### config.mk
export PLATFORM = sky130hd
export DESIGN_NAME = ps2_host_tx
export DESIGN_NICKNAME = d
export VERILOG_FILES = /design/src/rtl/ps2_host_tx_pkg.sv /design/src/rtl/ps2_sync_edge.sv /design/src/rtl/ps2_host_tx.sv
export SDC_FILE = /design/constraint.sdc
export NUM_CORES = 1
export LEC_CHECK = 0
export ABC_AREA = 1
export CORE_MARGIN = 5
export CORE_UTILIZATION = 35
export DETAILED_ROUTE_END_ITERATION = 8
export GPL_ROUTABILITY_DRIVEN = 0
export SLEW_MARGIN = 0
export SYNTH_ARGS = -nofsm -noshare
export SYNTH_HDL_FRONTEND = slang
export SYNTH_SLANG_ARGS = --single-unit
### constraint.sdc
create_clock -name clk_50 -period 2.2 [get_ports clk_50]
set_clock_uncertainty 0.1 [all_clocks]
set_input_delay 0.44 -clock clk_50 [delete_from_list [all_inputs] [get_ports clk_50]]
set_output_delay 0.44 -clock clk_50 [all_outputs]
set_load 0.05 [all_outputs]
### src/rtl/ps2_host_tx_pkg.sv
// Shared PS/2 host-transmit definitions: FSM states, frame geometry, command bytes.
package ps2_host_tx_pkg;

    typedef enum logic [2:0] {
        ST_IDLE,
        ST_INHIBIT,
        ST_RTS,
        ST_DATA,
        ST_STOP,
        ST_ACK,
        ST_WAIT_REL
    } ps2_tx_state_e;

    localparam int unsigned PS2_FRAME_BITS = 11;

    localparam logic [7:0] PS2_CMD_LED   = 8'hED;
    localparam logic [7:0] PS2_CMD_RESET = 8'hFF;
    localparam logic [7:0] PS2_CMD_ECHO  = 8'hEE;

    function automatic int unsigned max_u(input int unsigned a, input int unsigned b);
        return (a > b) ? a : b;
    endfunction

    function automatic logic odd_parity(input logic [7:0] d);
        return ~^d;
    endfunction

endpackage

### src/rtl/ps2_sync_edge.sv
// 2-FF synchroniser for the PS/2 clock/data pair plus a one-cycle clock falling-edge strobe.
module ps2_sync_edge (
    input  logic clk_50,
    input  logic areset,
    input  logic ps2_clk_in,
    input  logic ps2_dat_in,
    output logic clk_sync,
    output logic dat_sync,
    output logic clk_fall
);

    logic [1:0] clk_meta_q;
    logic [1:0] dat_meta_q;
    logic       clk_prev_q;

    // Idle PS/2 lines are pulled high, so reset the chain to 1 to avoid a false edge.
    always_ff @(posedge clk_50 or negedge areset) begin
        if (!areset) begin
            clk_meta_q <= '1;
            dat_meta_q <= '1;
            clk_prev_q <= 1'b1;
        end else begin
            clk_meta_q <= {clk_meta_q[0], ps2_clk_in};
            dat_meta_q <= {dat_meta_q[0], ps2_dat_in};
            clk_prev_q <= clk_meta_q[1];
        end
    end

    assign clk_sync = clk_meta_q[1];
    assign dat_sync = dat_meta_q[1];
    assign clk_fall = clk_prev_q & ~clk_meta_q[1];

endmodule

### src/rtl/ps2_host_tx.sv
// PS/2 host-to-device command transmitter (inhibit, request-to-send, 8N odd + stop, ACK check).
// Define PS2_TX_TIMEOUT_EN to enable the request-to-send-to-ACK watchdog.
module ps2_host_tx
    import ps2_host_tx_pkg::*;
#(
    parameter int unsigned INHIBIT_CYCLES = 5000,
    parameter int unsigned TIMEOUT_CYCLES = 750000
) (
    input  logic       clk_50,
    input  logic       areset,
    input  logic [7:0] tx_data,
    input  logic       tx_valid,
    output logic       tx_ready,
    output logic       busy,
    output logic       done,
    output logic       err,
    input  logic       ps2_clk_in,
    input  logic       ps2_dat_in,
    output logic       ps2_clk_oe,
    output logic       ps2_dat_oe
);

    // One counter serves the inhibit interval and, later in the frame, the watchdog.
    localparam int unsigned CNT_W = $clog2(max_u(INHIBIT_CYCLES, TIMEOUT_CYCLES) + 1);
    localparam int unsigned BIT_W = $clog2(PS2_FRAME_BITS);
    localparam logic [CNT_W-1:0] INH_LAST = CNT_W'(INHIBIT_CYCLES - 1);
    localparam logic [CNT_W-1:0] INH_PRE  = CNT_W'(INHIBIT_CYCLES - 2);
    localparam logic [BIT_W-1:0] PARITY_IDX = BIT_W'(PS2_FRAME_BITS - 3);
`ifdef PS2_TX_TIMEOUT_EN
    localparam logic [CNT_W-1:0] WD_LAST = CNT_W'(TIMEOUT_CYCLES - 1);
`endif

    logic clk_sync;
    logic dat_sync;
    logic clk_fall;

    ps2_sync_edge u_sync (
        .clk_50    (clk_50),
        .areset    (areset),
        .ps2_clk_in(ps2_clk_in),
        .ps2_dat_in(ps2_dat_in),
        .clk_sync  (clk_sync),
        .dat_sync  (dat_sync),
        .clk_fall  (clk_fall)
    );

    ps2_tx_state_e    state_q;
    logic [8:0]       shreg_q;
    logic [BIT_W-1:0] bitcnt_q;
    logic [CNT_W-1:0] cnt_q;
    logic             nack_q;
    logic             clk_oe_q;
    logic             dat_oe_q;
    logic             done_q;
    logic             err_q;
    logic             ready_q;
    logic             busy_q;

    always_ff @(posedge clk_50 or negedge areset) begin
        if (!areset) begin
            state_q  <= ST_IDLE;
            shreg_q  <= '0;
            bitcnt_q <= '0;
            cnt_q    <= '0;
            nack_q   <= 1'b0;
            clk_oe_q <= 1'b0;
            dat_oe_q <= 1'b0;
            done_q   <= 1'b0;
            err_q    <= 1'b0;
            ready_q  <= 1'b1;
            busy_q   <= 1'b0;
        end else begin
            done_q <= 1'b0;
            err_q  <= 1'b0;
            case (state_q)
                ST_IDLE: begin
                    if (tx_valid && ready_q) begin
                        shreg_q  <= {odd_parity(tx_data), tx_data};
                        bitcnt_q <= '0;
                        cnt_q    <= '0;
                        nack_q   <= 1'b0;
                        clk_oe_q <= 1'b1;
                        ready_q  <= 1'b0;
                        busy_q   <= 1'b1;
                        state_q  <= ST_INHIBIT;
                    end
                end
                ST_INHIBIT: begin
                    cnt_q <= cnt_q + 1'b1;
                    if (cnt_q == INH_PRE) begin
                        dat_oe_q <= 1'b1;
                    end
                    if (cnt_q == INH_LAST) begin
                        clk_oe_q <= 1'b0;
                        cnt_q    <= '0;
                        state_q  <= ST_RTS;
                    end
                end
                ST_RTS: begin
                    if (clk_fall) begin
                        dat_oe_q <= ~shreg_q[0];
                        shreg_q  <= {1'b0, shreg_q[8:1]};
                        bitcnt_q <= BIT_W'(1);
                        state_q  <= ST_DATA;
                    end
                end
                ST_DATA: begin
                    // shreg_q[0] already holds bit bitcnt_q; the parity bit is index 8.
                    if (clk_fall) begin
                        dat_oe_q <= ~shreg_q[0];
                        shreg_q  <= {1'b0, shreg_q[8:1]};
                        bitcnt_q <= bitcnt_q + 1'b1;
                        if (bitcnt_q == PARITY_IDX) begin
                            state_q <= ST_STOP;
                        end
                    end
                end
                ST_STOP: begin
                    if (clk_fall) begin
                        dat_oe_q <= 1'b0;
                        state_q  <= ST_ACK;
                    end
                end
                ST_ACK: begin
                    if (clk_fall) begin
                        if (dat_sync) begin
                            err_q  <= 1'b1;
                            nack_q <= 1'b1;
                        end
                        state_q <= ST_WAIT_REL;
                    end
                end
                ST_WAIT_REL: begin
                    if (clk_sync && dat_sync) begin
                        done_q  <= ~nack_q;
                        ready_q <= 1'b1;
                        busy_q  <= 1'b0;
                        state_q <= ST_IDLE;
                    end
                end
                default: begin
                    state_q <= ST_IDLE;
                end
            endcase
`ifdef PS2_TX_TIMEOUT_EN
            if (state_q inside {ST_RTS, ST_DATA, ST_STOP, ST_ACK}) begin
                if (cnt_q == WD_LAST) begin
                    clk_oe_q <= 1'b0;
                    dat_oe_q <= 1'b0;
                    err_q    <= 1'b1;
                    ready_q  <= 1'b1;
                    busy_q   <= 1'b0;
                    state_q  <= ST_IDLE;
                end else begin
                    cnt_q <= cnt_q + 1'b1;
                end
            end
`endif
        end
    end

    assign tx_ready   = ready_q;
    assign busy       = busy_q;
    assign done       = done_q;
    assign err        = err_q;
    assign ps2_clk_oe = clk_oe_q;
    assign ps2_dat_oe = dat_oe_q;

endmodule
==> qor.txt, run 1 <==
Hold crit path type - flop to flop
Drt wl/cell - 12.1 um
Mapped Area - 0.00283 sq mm
Ant diodes - 0
Post-place setup slack - 0.272 ns
Worst-Margin Slew - 0.507 ns
Worst path slowest cell - clkdlybuf4s50_1
Hold path endpoint - u_sync.dat_meta_q[1]
FF-to-FF Start - cnt_q[0]
Fillers - 820
Largest stage delay, worst path - 0.81 ns
Num CTS Buffers - 5
Max Cap Viol - 0
Layout Cells excl Fill - 510
Register area share after synthesis - 42.7%
DIE HEIGHT - 99.9 um
Die area - 0.00999 sq mm
Synth warn - 0
Die Wd - 99.9 um
Synthesized flop and latch total - 48
Fin crit share - 91.8%
Ports - 19
TritonCTS clock tree - built
Power, Total - 3.98 mW
Critical path's top delay family - buffers and inverters
1st-pass router iterations - 4
Final Net Count - 424
Root Buffer - clkbuf_8
Setup TNS - 0 ns
Tmin final - 2.02 ns
Slew margin rel. - 66.1%
Unrepaired setup endpoints after global routing - false
Initial antenna violation count - 0
Critical path class - flop to primary output
Worst hold path cell count - 0
Core area - 0.00781 sq mm
Detailed Route WL - 6.16 mm
Gr ovfl total - 0
Syn_nets - 402
Level count of the clock H-tree - 2
Mapped Avg Cell Area - 7.35 sq um
Startpoint Class - flop
Clock Pin Slew Worst Setup and Hold Paths - 0.10 ns
Post-DP HPWL - 4.76 mm
Worst setup margin - 0.179 ns
Worst-path maximum fanout - 2
Reg2Reg Depth - 8
Clock insertion delay at the later pin of the skew report - 0.31 ns
PortBufs - 18
Flop2flop setup slack - 0.31 ns
Buffers plus inverters on the worst setup path - 1
Synthesized instance count - 385
Peak VDD IR - 0.653 mV
Vias in the first global route - 2352
Layout cells sized above 1 - 10.8%
Via density - 4.81
FP Rows - 32
Area delta synth->final - 13.4%
Hold Crit Start - u_sync.dat_meta_q[0]
Final Hold Fails - 0
Starting density of the core - 36.2%
CTS Buffer Depth - 2
Setup Viol. Count Final - 0
Post-CTS setup buffers - 0
Critical path required time - 1.66 ns
First-pass GRT wire length - 11.0 mm
Dpl cells - 501
Commonest non-fill, non-tap cell in the layout - nand2_1
Kind of end point of the critical path - primary output
Min Hold Slack - 0.259 ns
Starting DRT DRC Count - 146
Max-slew violations - 0
Via count - 2454
Most frequent cells in the layout - nand2_1, nor2_1, dfrtp_1
Worst Path Arrival - 1.48 ns
Clock Sinks - 48
Pwr dens - 1240 mW/mm^2
GRT Total Usage - 13.5%
Status - finished, final reports clean
DRC violations left - 0
Post-DRT Antenna Nets - 0
Max Clk Rate - 495 MHz
CP cell instances - clkdlybuf4s50_1
Largest net degree at the start of global routing - 21
Unique masters post-synth - 35
Leak - 1.48 nW
FF-to-FF End - state_q[2]
==> Yosys cell counts (all sizes together) <==
cell      n  area (sq um)
xor2      5          43.8
o21bai    1          7.51
inv      41           159
o31ai     8          65.1
nor4      1          6.26
a21oi     6          41.3
nand3b    2          15.0
or2       1          6.26
nand2   118           458
nand3    39           195
dfstp     6           158
ha        4          50.1
o211ai    1          7.51
nor3      2          15.0
xnor2     5          43.8
o21ai    16          80.1
o22ai     3          18.8
nand4     6          37.5
and2      1          6.26
dfrtp    42          1050
buf       9          67.6
nor2     65           279
nand2b    3          18.8
==> where the power goes <==
part	internal, mW	switching (mW)
clock	0.255	0.314
combinational	0.631	1.19
sequential	1.22	0.373
==> through the flow <==
step,area (sq um),utilization [%]
3_5_place_dp,3100,39.7
6_report,3210,41.1
2_1_floorplan,2830,-
3_3_place_gp,3100,39.7
4_1_cts,3210,41.1
5_1_grt,3210,41.1
==> logic make-up after synthesis <==
logic type	share of synthesized area (%)
fa+ha+maj	1.77
compound gates	7.78
xor+xnor	3.09
flops	42.7
buf+inv	8.00
simple gates	36.6
==> per-layer routing <==
| metal | share of wire (%) | global-route usage (%) |
|---|---|---|
| met1 | 52 | 20.1 |
| met2 | 42 | 19.8 |
| met3 | 4.6 | 2.71 |
| met4 | 1.2 | 3.99 |
| met5 | 0 | 0 |
==> registers in the layout (all words and copies together), names as in the netlist <==
name               flops
cnt_q                 20
shreg_q                9
bitcnt_q               4
state_q                3
u_sync.clk_meta_q      2
u_sync.dat_meta_q      2
busy                   1
done                   1
err                    1
nack_q                 1
ps2_clk_oe             1
ps2_dat_oe             1
tx_ready               1
u_sync.clk_prev_q      1
==> how the worst max path moves through the flow <==
stage	endpoint	cells after the start	start	slack, ns
final	ps2_dat_oe	1	ps2_dat_oe	0.18
after global routing	ps2_dat_oe	1	ps2_dat_oe	0.10
after CTS	busy	1	busy	0.16
after detailed placement	cnt_q[0]	8	tx_valid	0.27
after global placement	state_q[2]	8	cnt_q[0]	0.33
after floorplan	cnt_q[5]	6	tx_ready	0.61
==> repair_timing <==
| item | 4_1_cts | 5_1_grt |
|---|---|---|
| endpoints found under the hold margin | 12 | 0 |
| hold buffers | 1 | 0 |
| endpoints found under the setup margin | 0 | 0 |
| gates resized for setup | 0 | 0 |
==> layout make-up <==
cell class	instances	area [sq um]	share of cell area (%)
Multi-Input combinational cell	287	1400	43.5
Tap cell	102	128	3.98
Inverter	41	159	4.95
Timing Repair Buffer	24	220	6.86
Clock buffer	6	82.6	2.57
Clock inverter	2	15.0	0.468
Sequential cell	48	1210	37.7
Power figures use the tool's default switching activity.
==> run 2, diff against run 1 <==
--- a/config.mk
+++ b/config.mk
@@ -10,6 +10,7 @@
 export CORE_UTILIZATION = 35
 export DETAILED_ROUTE_END_ITERATION = 8
 export GPL_ROUTABILITY_DRIVEN = 0
+export RECOVER_POWER = 100
 export SLEW_MARGIN = 0
 export SYNTH_ARGS = -nofsm -noshare
 export SYNTH_HDL_FRONTEND = slang
==> qor.txt, run 2 (same netlist as run 1, synthesis figures left out) <==
Status - finished, final reports clean
Max Cap Viol - 0
Largest net degree at the start of global routing - 21
Clock Sinks - 48
Fin crit share - 94.6%
Number of flip-flops in the largest register - 20
Setup TNS - 0 ns
Die Wd - 99.9 um
Critical path class - flop to primary output
Post-DP HPWL - 4.76 mm
GRT Total Usage - 13.5%
Die area - 0.00999 sq mm
FF-to-FF Start - cnt_q[0]
Max-slew violations - 0
Post-CTS Resized - 0
Peak VDD IR - 0.625 mV
Via count - 2466
Gr ovfl total - 0
Hold crit path type - flop to flop
Final Hold Fails - 0
Initial antenna violation count - 0
TritonCTS clock tree - built
Power, Total - 3.92 mW
Unrepaired setup endpoints after global routing - false
Slew margin rel. - 46.6%
1st-pass router iterations - 4
Worst Path Arrival - 1.54 ns
Clock Pin Slew Worst Setup and Hold Paths - 0.09 ns
Post-DRT Antenna Nets - 0
CP Capture Point - busy
Detailed Route WL - 6.20 mm
Starting density of the core - 36.2%
Ports - 19
Reg2Reg Depth - 6
Most frequent cells in the layout - nand2_1, nor2_1, dfrtp_1
FP Rows - 32
Post-CTS setup buffers - 0
Pwr dens - 1240 mW/mm^2
Layout cells sized above 1 - 7.84%
Starting DRT DRC Count - 167
Leak - 1.48 nW
Kind of end point of the critical path - primary output
Worst-Margin Slew - 0.801 ns
Biggest regs - cnt_q (20), shreg_q (9), bitcnt_q (4)
Ant diodes - 0
Worst Setup SP - busy
Vias in the first global route - 2352
Flop2flop setup slack - 0.24 ns
Commonest non-fill, non-tap cell in the layout - nand2_1
FF-to-FF End - cnt_q[16]
Top reg by flops - cnt_q
Level count of the clock H-tree - 2
Buffers plus inverters on the worst setup path - 1
Max Clk Rate - 480 MHz
Via density - 4.84
Tmin final - 2.08 ns
Hold Crit Start - u_sync.dat_meta_q[0]
Setup Viol. Count Final - 0
Layout Cells excl Fill - 510
Drt wl/cell - 12.2 um
DIE HEIGHT - 99.9 um
First-pass GRT wire length - 11.0 mm
Area delta synth->final - 12.2%
Critical path's top delay family - buffers and inverters
DRC violations left - 0
Core area - 0.00781 sq mm
Worst path slowest cell - dlygate4sd3_1
Clock insertion delay at the later pin of the skew report - 0.31 ns
Critical path required time - 1.66 ns
PortBufs - 18
Largest stage delay, worst path - 0.88 ns
Dpl cells - 501
Num CTS Buffers - 5
Fillers - 830
Final Net Count - 424
Startpoint Class - flop
Instance count on the critical path - 1
Root Buffer - clkbuf_8
Worst-path maximum fanout - 2
CP cell instances - dlygate4sd3_1
CTS Buffer Depth - 2
==> run 2: cell types whose count changed in the layout (fill, tap and decap cells not counted), moves of 4 or more <==
cell / previous run / this run
clkdlybuf4s50_1: 16 / 10
dlygate4sd3_1: 1 / 7
clkbuf_1: 0 / 4
buf_4: 6 / 1
==> run 2: report_power, final <==
part | internal, mW | total (mW) | switching, mW
sequential | 1.22 | 1.58 | 0.369
clock | 0.255 | 0.574 | 0.319
combinational | 0.590 | 1.77 | 1.18
==> run 2: metrics by stage <==
step	util, %	instance area (sq um)	hold slack, ns	worst slack (ns)
2_1_floorplan	-	2830	0.0444	0.609
3_3_place_gp	39.7	3100	0.247	0.330
3_5_place_dp	39.7	3100	0.247	0.272
4_1_cts	41.1	3210	0.261	0.157
5_1_grt	40.7	3180	0.266	0.0539
6_report	40.7	3180	0.260	0.118
==> run 2: how the worst min path moves through the flow <==
stage,endpoint,slack [ns],depth (start not counted)
global route,u_sync.dat_meta_q[1],0.27,0
CTS,u_sync.dat_meta_q[1],0.26,0
floorplan,bitcnt_q[0],0.04,0
detailed placement,cnt_q[0],0.25,1
finish,u_sync.dat_meta_q[1],0.26,0
global placement,cnt_q[0],0.25,1
==> run 2: area by class of cell <==
cell class | count | area (sq um) | area share [%]
Tap cell | 102 | 128 | 4.02
Sequential cell | 48 | 1210 | 38.1
Timing Repair Buffer | 24 | 203 | 6.38
Multi-Input combinational cell | 287 | 1380 | 43.5
Clock buffer | 6 | 82.6 | 2.60
Inverter | 41 | 156 | 4.93
Clock inverter | 2 | 15.0 | 0.473
==> run 2: per-layer routing <==
metal	wire [um]	track usage, %
met1	3150	20.1
met2	2630	19.8
met3	336	2.71
met4	75	3.99
met5	0	0
==> run 2: timing repair <==
action,CTS,global route
hold endpoints to repair,12,0
endpoints found under the setup margin,0,0
hold buffers,1,0
==> run 3, diff against run 2 <==
--- a/config.mk
+++ b/config.mk
@@ -6,12 +6,13 @@
 export NUM_CORES = 1
 export LEC_CHECK = 0
 export ABC_AREA = 1
-export CORE_MARGIN = 5
-export CORE_UTILIZATION = 35
+export CORE_UTILIZATION = 63
 export DETAILED_ROUTE_END_ITERATION = 8
 export GPL_ROUTABILITY_DRIVEN = 0
+export PLACE_DENSITY = 0.84
 export RECOVER_POWER = 100
 export SLEW_MARGIN = 0
 export SYNTH_ARGS = -nofsm -noshare
 export SYNTH_HDL_FRONTEND = slang
 export SYNTH_SLANG_ARGS = --single-unit
+export TNS_END_PERCENT = 5
==> qor.txt, run 3 (same netlist as run 1, synthesis figures left out) <==
Via density - 5.43
Fin crit share - 95.1%
Slew margin rel. - 22.8%
Max Clk Rate - 478 MHz
Root Buffer - clkbuf_8
Status - finished, final reports clean
Detailed Route WL - 5.97 mm
Final Net Count - 422
Critical path required time - 1.66 ns
Commonest non-fill, non-tap cell in the layout - nand2_1
FP Rows - 24
Vias in the first global route - 2309
Worst Path Arrival - 1.55 ns
Flop2flop setup slack - 0.28 ns
Post-place setup slack - 0.316 ns
Critical path's top delay family - buffers and inverters
Hold Crit Start - u_sync.dat_meta_q[0]
GRT Total Usage - 27.4%
First-pass GRT wire length - 10.4 mm
Peak VDD IR - 0.808 mV
Gr ovfl total - 0
Die Wd - 69.0 um
Worst hold path cell count - 0
Pwr dens - 1290 mW/mm^2
CP cell instances - dlygate4sd3_1
Initial antenna violation count - 0
DIE HEIGHT - 69.0 um
Fillers - 345
Worst setup margin - 0.108 ns
Worst-Margin Slew - 1.16 ns
Ant diodes - 0
Unrepaired setup endpoints after global routing - false
Reg2Reg Depth - 9
Drt wl/cell - 13.0 um
Hold crit path type - flop to flop
Largest net degree at the start of global routing - 49
Level count of the clock H-tree - 2
Setup TNS - 0 ns
Final Util - 71.9%
CTS Buffer Depth - 2
Post-CTS setup buffers - 0
Die area - 0.00476 sq mm
Starting DRT DRC Count - 263
Starting density of the core - 65.5%
Power, Total - 4.02 mW
Hold_buf cts - 0
FF-to-FF End - bitcnt_q[3]
Clock Pin Slew Worst Setup and Hold Paths - 0.10 ns
Worst-path maximum fanout - 2
FF-to-FF Start - state_q[2]
Max-slew violations - 0
Num CTS Buffers - 5
Hold path endpoint - u_sync.dat_meta_q[1]
Number of flip-flops in the largest register - 20
Leak - 1.48 nW
Post-CTS Resized - 0
Via count - 2489
Area delta synth->final - 9.81%
Max Cap Viol - 0
Ports - 19
Buffers plus inverters on the worst setup path - 1
Clock Sinks - 48
Most frequent cells in the layout - nand2_1, nor2_1, dfrtp_1
Post-DRT Antenna Nets - 0
Tmin final - 2.09 ns
Post-DP HPWL - 4.33 mm
Top reg by flops - cnt_q
Layout cells sized above 1 - 7.64%
Core area - 0.00432 sq mm
Kind of end point of the critical path - primary output
1st-pass router iterations - 5
Startpoint Class - flop
Clock insertion delay at the later pin of the skew report - 0.31 ns
Final Hold Fails - 0
Critical path class - flop to primary output
Largest stage delay, worst path - 0.87 ns
PortBufs - 18
DRC violations left - 0
Setup Viol. Count Final - 0
TritonCTS clock tree - built
Biggest regs - cnt_q (20), shreg_q (9), bitcnt_q (4)
Worst path slowest cell - dlygate4sd3_1
[run 3: cell types whose count changed in the layout (fill, tap and decap cells not counted), sizes merged]
cell,change
dlygate4sd3,-1
clkbuf,-3
bufinv,+1
clkinvlp,-1
buf,+1
inv,+1
[run 3: how the worst max path moves through the flow]
stage / cells after the start / from / endpoint / slack, ns
final: 1 / ps2_dat_oe / ps2_dat_oe / 0.11
after global routing: 8 / state_q[2] / cnt_q[1] / 0.06
after CTS: 1 / ps2_clk_oe / ps2_clk_oe / 0.15
after detailed placement: 9 / tx_valid / bitcnt_q[0] / 0.32
after global placement: 8 / cnt_q[0] / state_q[2] / 0.34
after floorplan: 6 / tx_ready / cnt_q[5] / 0.61
[run 3: report_power, final]
group          switching, mW  internal, mW
combinational           1.19         0.587
clock                  0.322         0.343
sequential             0.367          1.22
total                   1.87          2.15
[run 3: layout make-up]
type	count	area (sq um)	share of cell area [%]
timing repair buffer	22	190	6.12
tap	52	65.1	2.09
inverter	41	156	5.03
clock inverter	3	46.3	1.49
clock buffer	5	68.8	2.21
sequential	48	1210	38.9
multi-input combinational	287	1370	44.2
[run 3: metal layers]
| layer | global-route usage (%) | share of wire [%] | vias up |
|---|---|---|---|
| met5 | 0 | 0 | - |
| met4 | 10.2 | 1.8 | 0 |
| met3 | 4.82 | 5.7 | 11 |
| met2 | 40.7 | 45 | 86 |
| met1 | 40.1 | 48 | 1129 |
| li1 | - | - | 1263 |
[run 3: per-stage QoR]
step                      cells  area [sq um]  hold WS [ns]
after floorplan             385          2830        0.0444
final                       458          3110         0.264
after CTS                   458          3150         0.133
after global placement      450          3030         0.247
after detailed placement    450          3030         0.248
after global routing        458          3110         0.271
